==> src/rtl/pe_conv1d.sv <==
// pe_conv1d: single 1-D convolution processing element.
// Holds a filter and an ifmap scratchpad loaded over addressed write
// channels. A start token runs every valid sliding-window dot product,
// each added to an incoming partial sum, emits them in order on psum_out,
// and ends the run with a done token.
//
// Ports:
//   clk, rst                 clock, synchronous active-high reset
//   filter_addr_* / filter_in_*  paired filter write channels (addr + data)
//   ifmap_addr_*  / ifmap_in_*   paired ifmap write channels (addr + data)
//   start_valid/ready        run trigger token
//   psum_in_valid/ready      incoming partial sum, one per output
//   psum_out_valid/ready     result partial sums
//   done_valid/ready         end-of-run token
//
// Build option: define PE_PSUM_SAT_EN to saturate each accumulate step at
// 2^WIDTH-1; otherwise accumulation wraps modulo 2^WIDTH.
module pe_conv1d #(
  parameter int unsigned WIDTH   = 8,
  parameter int unsigned DEPTH_I = 5,
  parameter int unsigned ADDR_I  = 3,
  parameter int unsigned DEPTH_F = 3,
  parameter int unsigned ADDR_F  = 2
) (
  input  logic               clk,
  input  logic               rst,
  input  logic               filter_addr_valid,
  output logic               filter_addr_ready,
  input  logic [ADDR_F-1:0]  filter_addr,
  input  logic               filter_in_valid,
  output logic               filter_in_ready,
  input  logic [WIDTH/2-1:0] filter_in,
  input  logic               ifmap_addr_valid,
  output logic               ifmap_addr_ready,
  input  logic [ADDR_I-1:0]  ifmap_addr,
  input  logic               ifmap_in_valid,
  output logic               ifmap_in_ready,
  input  logic [WIDTH/2-1:0] ifmap_in,
  input  logic               start_valid,
  output logic               start_ready,
  input  logic               psum_in_valid,
  output logic               psum_in_ready,
  input  logic [WIDTH-1:0]   psum_in,
  output logic               psum_out_valid,
  input  logic               psum_out_ready,
  output logic [WIDTH-1:0]   psum_out,
  output logic               done_valid,
  input  logic               done_ready
);

  localparam int unsigned EW    = WIDTH / 2;
  localparam int unsigned N_OUT = DEPTH_I - DEPTH_F + 1;

  typedef enum logic [2:0] {
    S_IDLE,
    S_PSUM,
    S_MAC,
    S_OUT,
    S_DONE
  } state_t;

  state_t              state, state_next;
  logic [WIDTH-1:0]    acc, acc_next;
  logic [ADDR_I-1:0]   j, j_next;
  logic [ADDR_F-1:0]   k, k_next;

  logic [EW-1:0]       filt [DEPTH_F];
  logic [EW-1:0]       ifm  [DEPTH_I];

  logic [ADDR_I-1:0]   ifm_idx;
  logic [WIDTH-1:0]    prod;
  logic [WIDTH-1:0]    mac_sum;

  // Current tap: filter[k] * ifmap[j+k], widened to the psum width
  assign ifm_idx = j + ADDR_I'(k);
  assign prod    = WIDTH'(filt[k]) * WIDTH'(ifm[ifm_idx]);

`ifdef PE_PSUM_SAT_EN
  // Extra carry bit detects overflow so the step can clamp
  logic [WIDTH:0] mac_wide;
  assign mac_wide = {1'b0, acc} + {1'b0, prod};
  assign mac_sum  = mac_wide[WIDTH] ? '1 : mac_wide[WIDTH-1:0];
`else
  assign mac_sum  = acc + prod;
`endif

  assign psum_out = acc;

  // Next-state and handshake decode; everything is gated off during reset
  always_comb begin
    state_next        = state;
    acc_next          = acc;
    j_next            = j;
    k_next            = k;
    filter_addr_ready = 1'b0;
    filter_in_ready   = 1'b0;
    ifmap_addr_ready  = 1'b0;
    ifmap_in_ready    = 1'b0;
    start_ready       = 1'b0;
    psum_in_ready     = 1'b0;
    psum_out_valid    = 1'b0;
    done_valid        = 1'b0;

    if (!rst) begin
      case (state)
        S_IDLE: begin
          // Address and data of a write channel complete together only
          filter_addr_ready = filter_addr_valid && filter_in_valid;
          filter_in_ready   = filter_addr_valid && filter_in_valid;
          ifmap_addr_ready  = ifmap_addr_valid && ifmap_in_valid;
          ifmap_in_ready    = ifmap_addr_valid && ifmap_in_valid;
          start_ready       = 1'b1;
          if (start_valid) begin
            j_next     = '0;
            state_next = S_PSUM;
          end
        end
        S_PSUM: begin
          psum_in_ready = 1'b1;
          if (psum_in_valid) begin
            acc_next   = psum_in;
            k_next     = '0;
            state_next = S_MAC;
          end
        end
        S_MAC: begin
          acc_next = mac_sum;
          k_next   = k + ADDR_F'(1);
          if (k == ADDR_F'(DEPTH_F - 1)) begin
            state_next = S_OUT;
          end
        end
        S_OUT: begin
          psum_out_valid = 1'b1;
          if (psum_out_ready) begin
            if (j == ADDR_I'(N_OUT - 1)) begin
              state_next = S_DONE;
            end else begin
              j_next     = j + ADDR_I'(1);
              state_next = S_PSUM;
            end
          end
        end
        S_DONE: begin
          done_valid = 1'b1;
          if (done_ready) begin
            state_next = S_IDLE;
          end
        end
        default: state_next = S_IDLE;
      endcase
    end
  end

  // Control and accumulator registers
  always_ff @(posedge clk) begin
    if (rst) begin
      state <= S_IDLE;
      acc   <= '0;
      j     <= '0;
      k     <= '0;
    end else begin
      state <= state_next;
      acc   <= acc_next;
      j     <= j_next;
      k     <= k_next;
    end
  end

  // Scratchpads; out-of-range addresses complete the handshake but drop data
  always_ff @(posedge clk) begin
    if (rst) begin
      for (int unsigned i = 0; i < DEPTH_F; i++) filt[i] <= '0;
      for (int unsigned i = 0; i < DEPTH_I; i++) ifm[i]  <= '0;
    end else begin
      if (filter_addr_ready && (32'(filter_addr) < DEPTH_F)) begin
        filt[filter_addr] <= filter_in;
      end
      if (ifmap_addr_ready && (32'(ifmap_addr) < DEPTH_I)) begin
        ifm[ifmap_addr] <= ifmap_in;
      end
    end
  end

endmodule

==> config.mk <==
export PLATFORM = sky130hd
export DESIGN_NAME = pe_conv1d
export DESIGN_NICKNAME = d
export VERILOG_FILES = /design/src/rtl/pe_conv1d.sv
export SDC_FILE = /design/constraint.sdc
export NUM_CORES = 1
export LEC_CHECK = 0
export CORE_MARGIN = 2
export CORE_UTILIZATION = 56
export CTS_CLUSTER_DIAMETER = 200
export CTS_CLUSTER_SIZE = 14
export DETAILED_ROUTE_END_ITERATION = 8
export GPL_TIMING_DRIVEN = 0
export PLACE_DENSITY = 0.8
export SYNTH_ARGS = -nofsm -noshare
export SYNTH_HDL_FRONTEND = slang
export SYNTH_SLANG_ARGS = --single-unit
==> constraint.sdc <==
create_clock -name clk -period 5.7 [get_ports clk]
set_input_delay 1.14 -clock clk [delete_from_list [all_inputs] [get_ports clk]]
set_output_delay 1.14 -clock clk [all_outputs]
set_load 0.01 [all_outputs]
==> results of run 1 <==
==> sequential cells by signal (all words and copies together) (netlist names), named ones only <==
name      cells
ifm          32
filt         16
state         3
psum_out      8
k             2
j             3
==> final timing paths <==
| check | depth (start not counted) | slack [ns] | from | to |
|---|---|---|---|---|
| worst max-delay path | 17 | 0.40 | k[0] | psum_out[7] |
| worst min-delay path | 1 | 0.55 | j[2] | j[2] |
| worst max register to register | 17 | 0.40 | k[0] | psum_out[7] |
| worst min register to register | 1 | 0.55 | j[2] | j[2] |
==> logic make-up (layout without fill, tap and decap cells) <==
family | Yosys count | after routing | synth area share (%)
AOI/OAI and AO/OA | 32 | 32 | 5.598
DFF | 66 | 66 | 47.42
buffers and inverters | 43 | 105 | 4.971
xor gates and xnor gates | 5 | 5 | 1.152
muxes | 25 | 25 | 10.90
other | 1 | 16 | 0.09869
and+or+nand+nor | 108 | 108 | 18.34
adders and majority gates | 29 | 29 | 11.52
==> area by class of cell <==
cell class,instances,area [µm²],area share [%]
Clock inverter,5,55.05,1.196
Sequential cell,66,1802,39.14
Buffer,13,76.32,1.658
Timing Repair Buffer,46,460.4,10.00
Multi-Input combinational cell,215,1866,40.53
Tap cell,80,100.1,2.175
Clock buffer,11,131.4,2.854
Inverter,30,112.6,2.446
==> worst register-to-register path: cells and delay by family, from the launching register on <==
kind,cells,cell delay (ns)
buf+inv,3,0.54
xor+xnor,1,0.16
compound gates,3,0.45
fa+ha+maj,6,2.47
flops,1,0.37
simple gates,2,0.28
mux,2,0.90
==> cells in the mapped netlist (all sizes together) (2+ instances only) <==
cell type  number  area, µm²
edfxtp         48       1441
and2           33      206.5
inv            30      112.6
ha             19      237.7
dfxtp          18      360.4
nor2           18      67.56
nor2b          15      93.84
mux4           13      292.8
a21oi          11      55.05
mux2i          11      110.1
fa             10      200.2
nand2b          9      58.81
or2             9      56.31
a211oi          8      60.06
buf             8      56.29
clkbuf          5      20.01
nor3            5      35.03
nor3b           5      62.56
xnor2           4      35.03
nand2           3      11.26
and3            2      13.77
nor4b           2      17.52
o21ai           2      10.01
o22ai           2      12.51
o31ai           2      15.01
==> cells in the final DEF (no fill, tap or decap), types with 9 or more instances in the layout <==
| master | synthesis | layout |
|---|---|---|
| clkbuf_8 | 0 | 9 |
| fa_1 | 10 | 10 |
| and2_1 | 33 | 33 |
| mux2i_1 | 11 | 11 |
| inv_1 | 30 | 30 |
| clkdlybuf4s50_1 | 0 | 46 |
| nor2_1 | 18 | 18 |
| a21oi_1 | 11 | 11 |
| dfxtp_1 | 18 | 18 |
| conb_1 | 1 | 16 |
| ha_1 | 19 | 19 |
| nor2b_1 | 15 | 15 |
| edfxtp_1 | 48 | 48 |
| mux4_2 | 13 | 13 |
==> where the power goes <==
part / leakage, nW / internal, mW / total, mW / switching, mW
combinational: 1.10 / 0.126 / 0.252 / 0.126
sequential: 0.634 / 0.545 / 0.563 / 0.0177
clock: 0.0893 / 0.201 / 0.372 / 0.171
==> per-layer routing <==
| layer | track usage [%] | vias up | share of wire [%] |
|---|---|---|---|
| met3 | 3.810 | 9 | 4.1 |
| met5 | 0 | - | 0 |
| met4 | 9.517 | 0 | 1.3 |
| met2 | 34.48 | 65 | 52 |
| met1 | 26.53 | 1180 | 42 |
| li1 | - | 1222 | - |
==> per-stage QoR <==
| stage | cells | power [mW] | cell area [µm²] | worst slack (ns) | util, % |
|---|---|---|---|---|---|
| after floorplan | 324 | 0.7336 | 3856 | 1.011 | - |
| after global placement | 450 | 0.8139 | 4417 | 0.5213 | 66.10 |
| after detailed placement | 450 | 0.8255 | 4417 | 0.4312 | 66.10 |
| after CTS | 466 | 1.195 | 4603 | 0.4021 | 68.90 |
| after global routing | 466 | 1.244 | 4603 | 0.1077 | 68.90 |
| final | 466 | 1.187 | 4603 | 0.4024 | 68.90 |
==> results.md, run 1 <==
- Initial antenna violation count: 0
- Async set-reset flop share out of synthesis: 0%
- Total grt overflow: 0
- Initial Utilization: 56.87%
- Critical Path RT: 5.90 ns
- Share of layout cells above drive strength 1: 12.18%
- CTS tree: done
- First-pass GRT wire length: 11560 µm
- GR Util All Layers: 20.76%
- Final worst-path cycle share: 92.94%
- Layout Nets: 441
- Distinct cells, synth: 50
- Fmax: 188.8 MHz
- CTS-repair resized insts: 0
- # IOs: 47
- Most common flop cell mapped by yosys: edfxtp_1
- Final setup TNS: 0 ns
- Number of global-route vias before repair: 2464
- Seq/Total Area, Yosys: 47.42%
- Seq cells post-synth: 66
- Worst Hold Margin: 0.5494 ns
- Die Wd: 86.38 µm
- Cell area after synthesis: 3800 µm²
- Worst skew pair latency: 0.33 ns
- Slowest stage delay, CP: 0.58 ns
- # diodes: 0
- Layout Area Growth over Synthesis: 21.14%
- Unrepaired setup endpoints after global routing: no
- Routed Antenna Nets: 0
- Detailed Route Iter0 Violations: 103
- Filler cells: 487
- MaxCap Viol Count: 0
- Largest net degree at the start of global routing: 12
- LEAKAGE: 1.824 nW
- Final-report max-slew violation count: 0
- WL final: 7161 µm
- Bufs and invs on worst path: 3
- Via Count: 2476
- Crit. End Element: flop
- Core area: 6681 µm²
- Clk sink count: 66
- PwrDens: 257.8 nW/µm²
- Syn. warnings: 0
- Relative slew slack: 60.94%
- Critical Path Most Common Cell: fa_1
- Setup Fix Bufs, Post-CTS: 0
- Critical path type: flop to flop
- DR DRC count: 0
- Hpwl dp: 5601 µm
- Slowest CP cell: mux4_2
- Final hold viol count: 0
- Maximum clock path buffer count: 2
- Outcome: completed
- Via density: 5.313
- Reg clk slew, reported paths: 0.07 ns
- Final setup fails: 0
- Syn avg cell area: 12.30 µm²
- WL/cell: 15.37 µm
- Hold WC Path Type: flop to flop
- Startpoint types: flop
- Clock Skew: 0.007047 ns
- Cts hold-fix bufs: 0
- Crit path time final: 5.298 ns
- Mapped Cells: 309
- Maximum VDD drop: 0.1367 mV
- Root buffer cell: clkbuf_8
- Die area: 7461 µm²
- Post-synth EDFFs: 48
- I/O Buffers: 46
- GP Congestion: 0.7707
- 1st-pass router iterations: 4
- H-tree depth: 3
- Worst-path maximum fanout: 8
- Critical path arrival: 5.50 ns
- Cts bufs inserted: 9
- Family with the most delay on the worst path: adder cells
- Tightest Pin Transition: 0.5839 ns
- Worst-path cell chain: ha_1 > inv_1 > fa_1 > clkbuf_1 > mux4_2 > mux2i_1 > nand2b_1 > fa_1 > fa_1 > fa_1 > inv_1 > ha_1 > nand2b_1 > a21oi_1 > o22ai_1 > xnor2_1 > a21oi_1
- DIE HEIGHT: 86.38 µm
- Row cnt: 30
No activity file was read; power rests on OpenSTA's default activity.
==> run 2, diff against run 1 <==
--- a/config.mk
+++ b/config.mk
@@ -5,6 +5,8 @@
 export SDC_FILE = /design/constraint.sdc
 export NUM_CORES = 1
 export LEC_CHECK = 0
+export ABC_AREA = 1
+export CAP_MARGIN = 20
 export CORE_MARGIN = 2
 export CORE_UTILIZATION = 56
 export CTS_CLUSTER_DIAMETER = 200
@@ -12,6 +14,7 @@
 export DETAILED_ROUTE_END_ITERATION = 8
 export GPL_TIMING_DRIVEN = 0
 export PLACE_DENSITY = 0.8
+export SLEW_MARGIN = 20
 export SYNTH_ARGS = -nofsm -noshare
 export SYNTH_HDL_FRONTEND = slang
 export SYNTH_SLANG_ARGS = --single-unit
==> run 2 against run 1 <==
Net effect:
- core utilization is 0.14 points lower
- cell area is 0.92% higher
- flip-flop and latch count stayed put
- non-clock buffer count is 1 lower
- critical endpoint is now psum_out[4]
- largest cell class unchanged
- largest power group is now combinational cells
==> results.md, run 2 <==
- Initial antenna violation count: 0
- Filler cells: 541
- R2r endpoint: psum_out[4]
- Die Wd: 87.11 µm
- I/O Buffers: 46
- Reg clk slew, reported paths: 0.07 ns
- Hold path cells: 2
- Relative slew slack: 63.72%
- Share of the synthesized area in the top cell type: 37.27%
- Worst hold start: psum_out[6]
- Hold WC Path Type: flop to flop
- Setup Fix Bufs, Post-CTS: 0
- Post-synth EDFFs: 48
- WL final: 8113 µm
- Critical Path RT: 5.91 ns
- Biggest register: ifm
- Largest net degree at the start of global routing: 12
- Clk sink count: 66
- Met1 global-route usage: 28.31%
- Number of global-route vias before repair: 3077
- Grt peak-use layer: met2
- Placement-stage cell area: 4484 µm²
- Mapped Cells: 446
- Critical Path Most Common Cell: fa_1
- Outcome: completed
- PwrDens: 408.7 nW/µm²
- Via Count: 3134
- Synth area leaders: edfxtp_1 (37%), nand2_1 (10%), dfxtp_1 (9.3%)
- Crit path time final: 5.115 ns
- Distinct cells, synth: 41
- 1st-pass router iterations: 4
- Slowest stage delay, CP: 0.52 ns
- Clock Skew: 0.008576 ns
- Routed Antenna Nets: 0
- Global routing met2 resource utilization: 40.18%
- Worst-path maximum fanout: 9
- Initial Utilization: 57.24%
- MaxCap Viol Count: 0
- DR DRC count: 0
- Worst skew pair latency: 0.34 ns
- Root buffer cell: clkbuf_8
- CTS-repair resized insts: 0
- Startpoint types: flop
- GR Util All Layers: 23.29%
- Tot Pwr: 1.899 mW
- Unrepaired setup endpoints after global routing: no
- # diodes: 0
- Worst-path cell chain: ha_1 > inv_1 > fa_1 > buf_4 > clkinv_1 > nand3_1 > nand2_1 > nor2_1 > a31oi_1 > or2_1 > fa_1 > fa_1 > fa_1 > inv_1 > ha_1 > or2_2 > and2_1 > nand2_1 > nand2_1 > o21ai_0 > a21oi_1
- First-pass GRT wire length: 13430 µm
- Final setup TNS: 0 ns
- Layout Area Growth over Synthesis: 20.12%
- Seq/Total Area, Yosys: 46.59%
- Cell area after synthesis: 3867 µm²
- Core area: 6756 µm²
- DIE HEIGHT: 87.11 µm
- Max reg flops: 32
- Total grt overflow: 0
- Final hold viol count: 0
- GR met3 Demand/Resource: 3.886%
- Cts hold-fix bufs: 0
- Critical path arrival: 5.32 ns
- GP Congestion: 0.8946
- R2R Setup Slk: 0.59 ns
- Worst reg2reg path depth: 21
- Seq cells post-synth: 66
- Crit. End Element: flop
- Leading area contributor after synthesis: edfxtp_1
- Slowest CP cell: fa_1
- Hold EP: psum_out[6]
- Layout Nets: 578
- Commonest non-fill, non-tap cell in the layout: nand2_1
- Detailed Route Iter0 Violations: 181
- Fmax: 195.5 MHz
- Async set-reset flop share out of synthesis: 0%
- Commonest non-fill, non-tap cells in the layout: nand2_1 (103), nor2_1 (65), inv_1 (58)
- Die area: 7587 µm²
- Maximum clock path buffer count: 2
- Final setup fails: 0
- Count leader, synth: nand2_1
- Most common flop cell mapped by yosys: edfxtp_1
- Cts bufs inserted: 9
- Hpwl dp: 6310 µm
- Critical path type: flop to flop
- H-tree depth: 3
- CTS tree: done
- WL/cell: 13.45 µm
- Row cnt: 30
- Worst R2R Start: j[0]
- Tightest Pin Transition: 0.5442 ns
- Maximum VDD drop: 0.2344 mV
- Post-synth top cells: nand2_1 (103), nor2_1 (65), inv_1 (58), edfxtp_1 (48), nand3_1 (37)
- Via density: 5.197
- Syn avg cell area: 8.671 µm²
- Final-report max-slew violation count: 0
- Design Area, Final: 4646 µm²
- LEAKAGE: 2.025 nW
- Share of layout cells above drive strength 1: 8.222%
- # IOs: 47
- Syn. warnings: 0
- Final worst-path cycle share: 89.74%
==> run 2: worst max-delay path by stage <==
stage | end | from | slack [ns] | depth (start not counted)
6_report | psum_out[4] | j[0] | 0.59 | 21
5_1_grt | psum_out[4] | j[0] | 0.32 | 21
4_1_cts | psum_out[4] | j[0] | 0.59 | 21
3_5_place_dp | psum_out[4] | j[0] | 0.59 | 21
3_3_place_gp | psum_out[4] | j[0] | 0.69 | 21
2_1_floorplan | psum_out[4] | j[0] | 1.10 | 21
==> run 2: layer usage <==
layer  up-vias  part of all wire [%]  wire length [µm]
li1       1588                     -                 -
met1      1445                    44              3573
met2        85                    50              4043
met3        16                   4.0               327
met4         0                   2.1               169
met5         -                     0                 0
==> run 2: kinds of logic (layout without fill, tap and decap cells) <==
logic type | Yosys count | in the layout | share of synthesized area (%)
other | 1 | 16 | 0.09696
xor gates and xnor gates | 2 | 2 | 0.6472
adders and majority gates | 29 | 29 | 11.32
AOI/OAI and AO/OA | 47 | 47 | 7.894
and+or+nand+nor | 227 | 227 | 25.23
buffers and inverters | 74 | 136 | 8.217
DFF | 66 | 66 | 46.59
==> run 2: worst max-delay path, delay by kind of cell, from the launching register on <==
family	cells	cell delay [ns]
simple gates	8	1.20
flops	1	0.43
compound gates	3	0.32
buf+inv	4	0.49
fa+ha+maj	6	2.54
==> run 2: layout make-up <==
cell class	instances	area (µm²)	area share, %
multi-input cells	321	1804	38.84
flip-flops and latches	66	1802	38.78
repair buffers	46	460.4	9.911
inverters	62	232.7	5.009
clock buffers	10	127.6	2.747
well taps	80	100.1	2.155
plain buffers	12	85.08	1.831
clock inverters	6	33.78	0.7272
==> run 2: stage by stage <==
step | hold WS [ns] | std cells | setup slack, ns | util, %
after floorplan | 0.4647 | 461 | 1.101 | -
after global routing | 0.5277 | 603 | 0.3154 | 68.76
after detailed placement | 0.4750 | 587 | 0.5946 | 66.37
final | 0.4876 | 603 | 0.5851 | 68.76
after global placement | 0.4709 | 587 | 0.6891 | 66.37
after CTS | 0.4868 | 603 | 0.5906 | 68.76
==> run 2: power breakdown <==
group	switching [mW]	total (mW)	internal, mW
registers	0.0460	0.619	0.573
clock network	0.183	0.337	0.154
logic	0.559	0.943	0.384
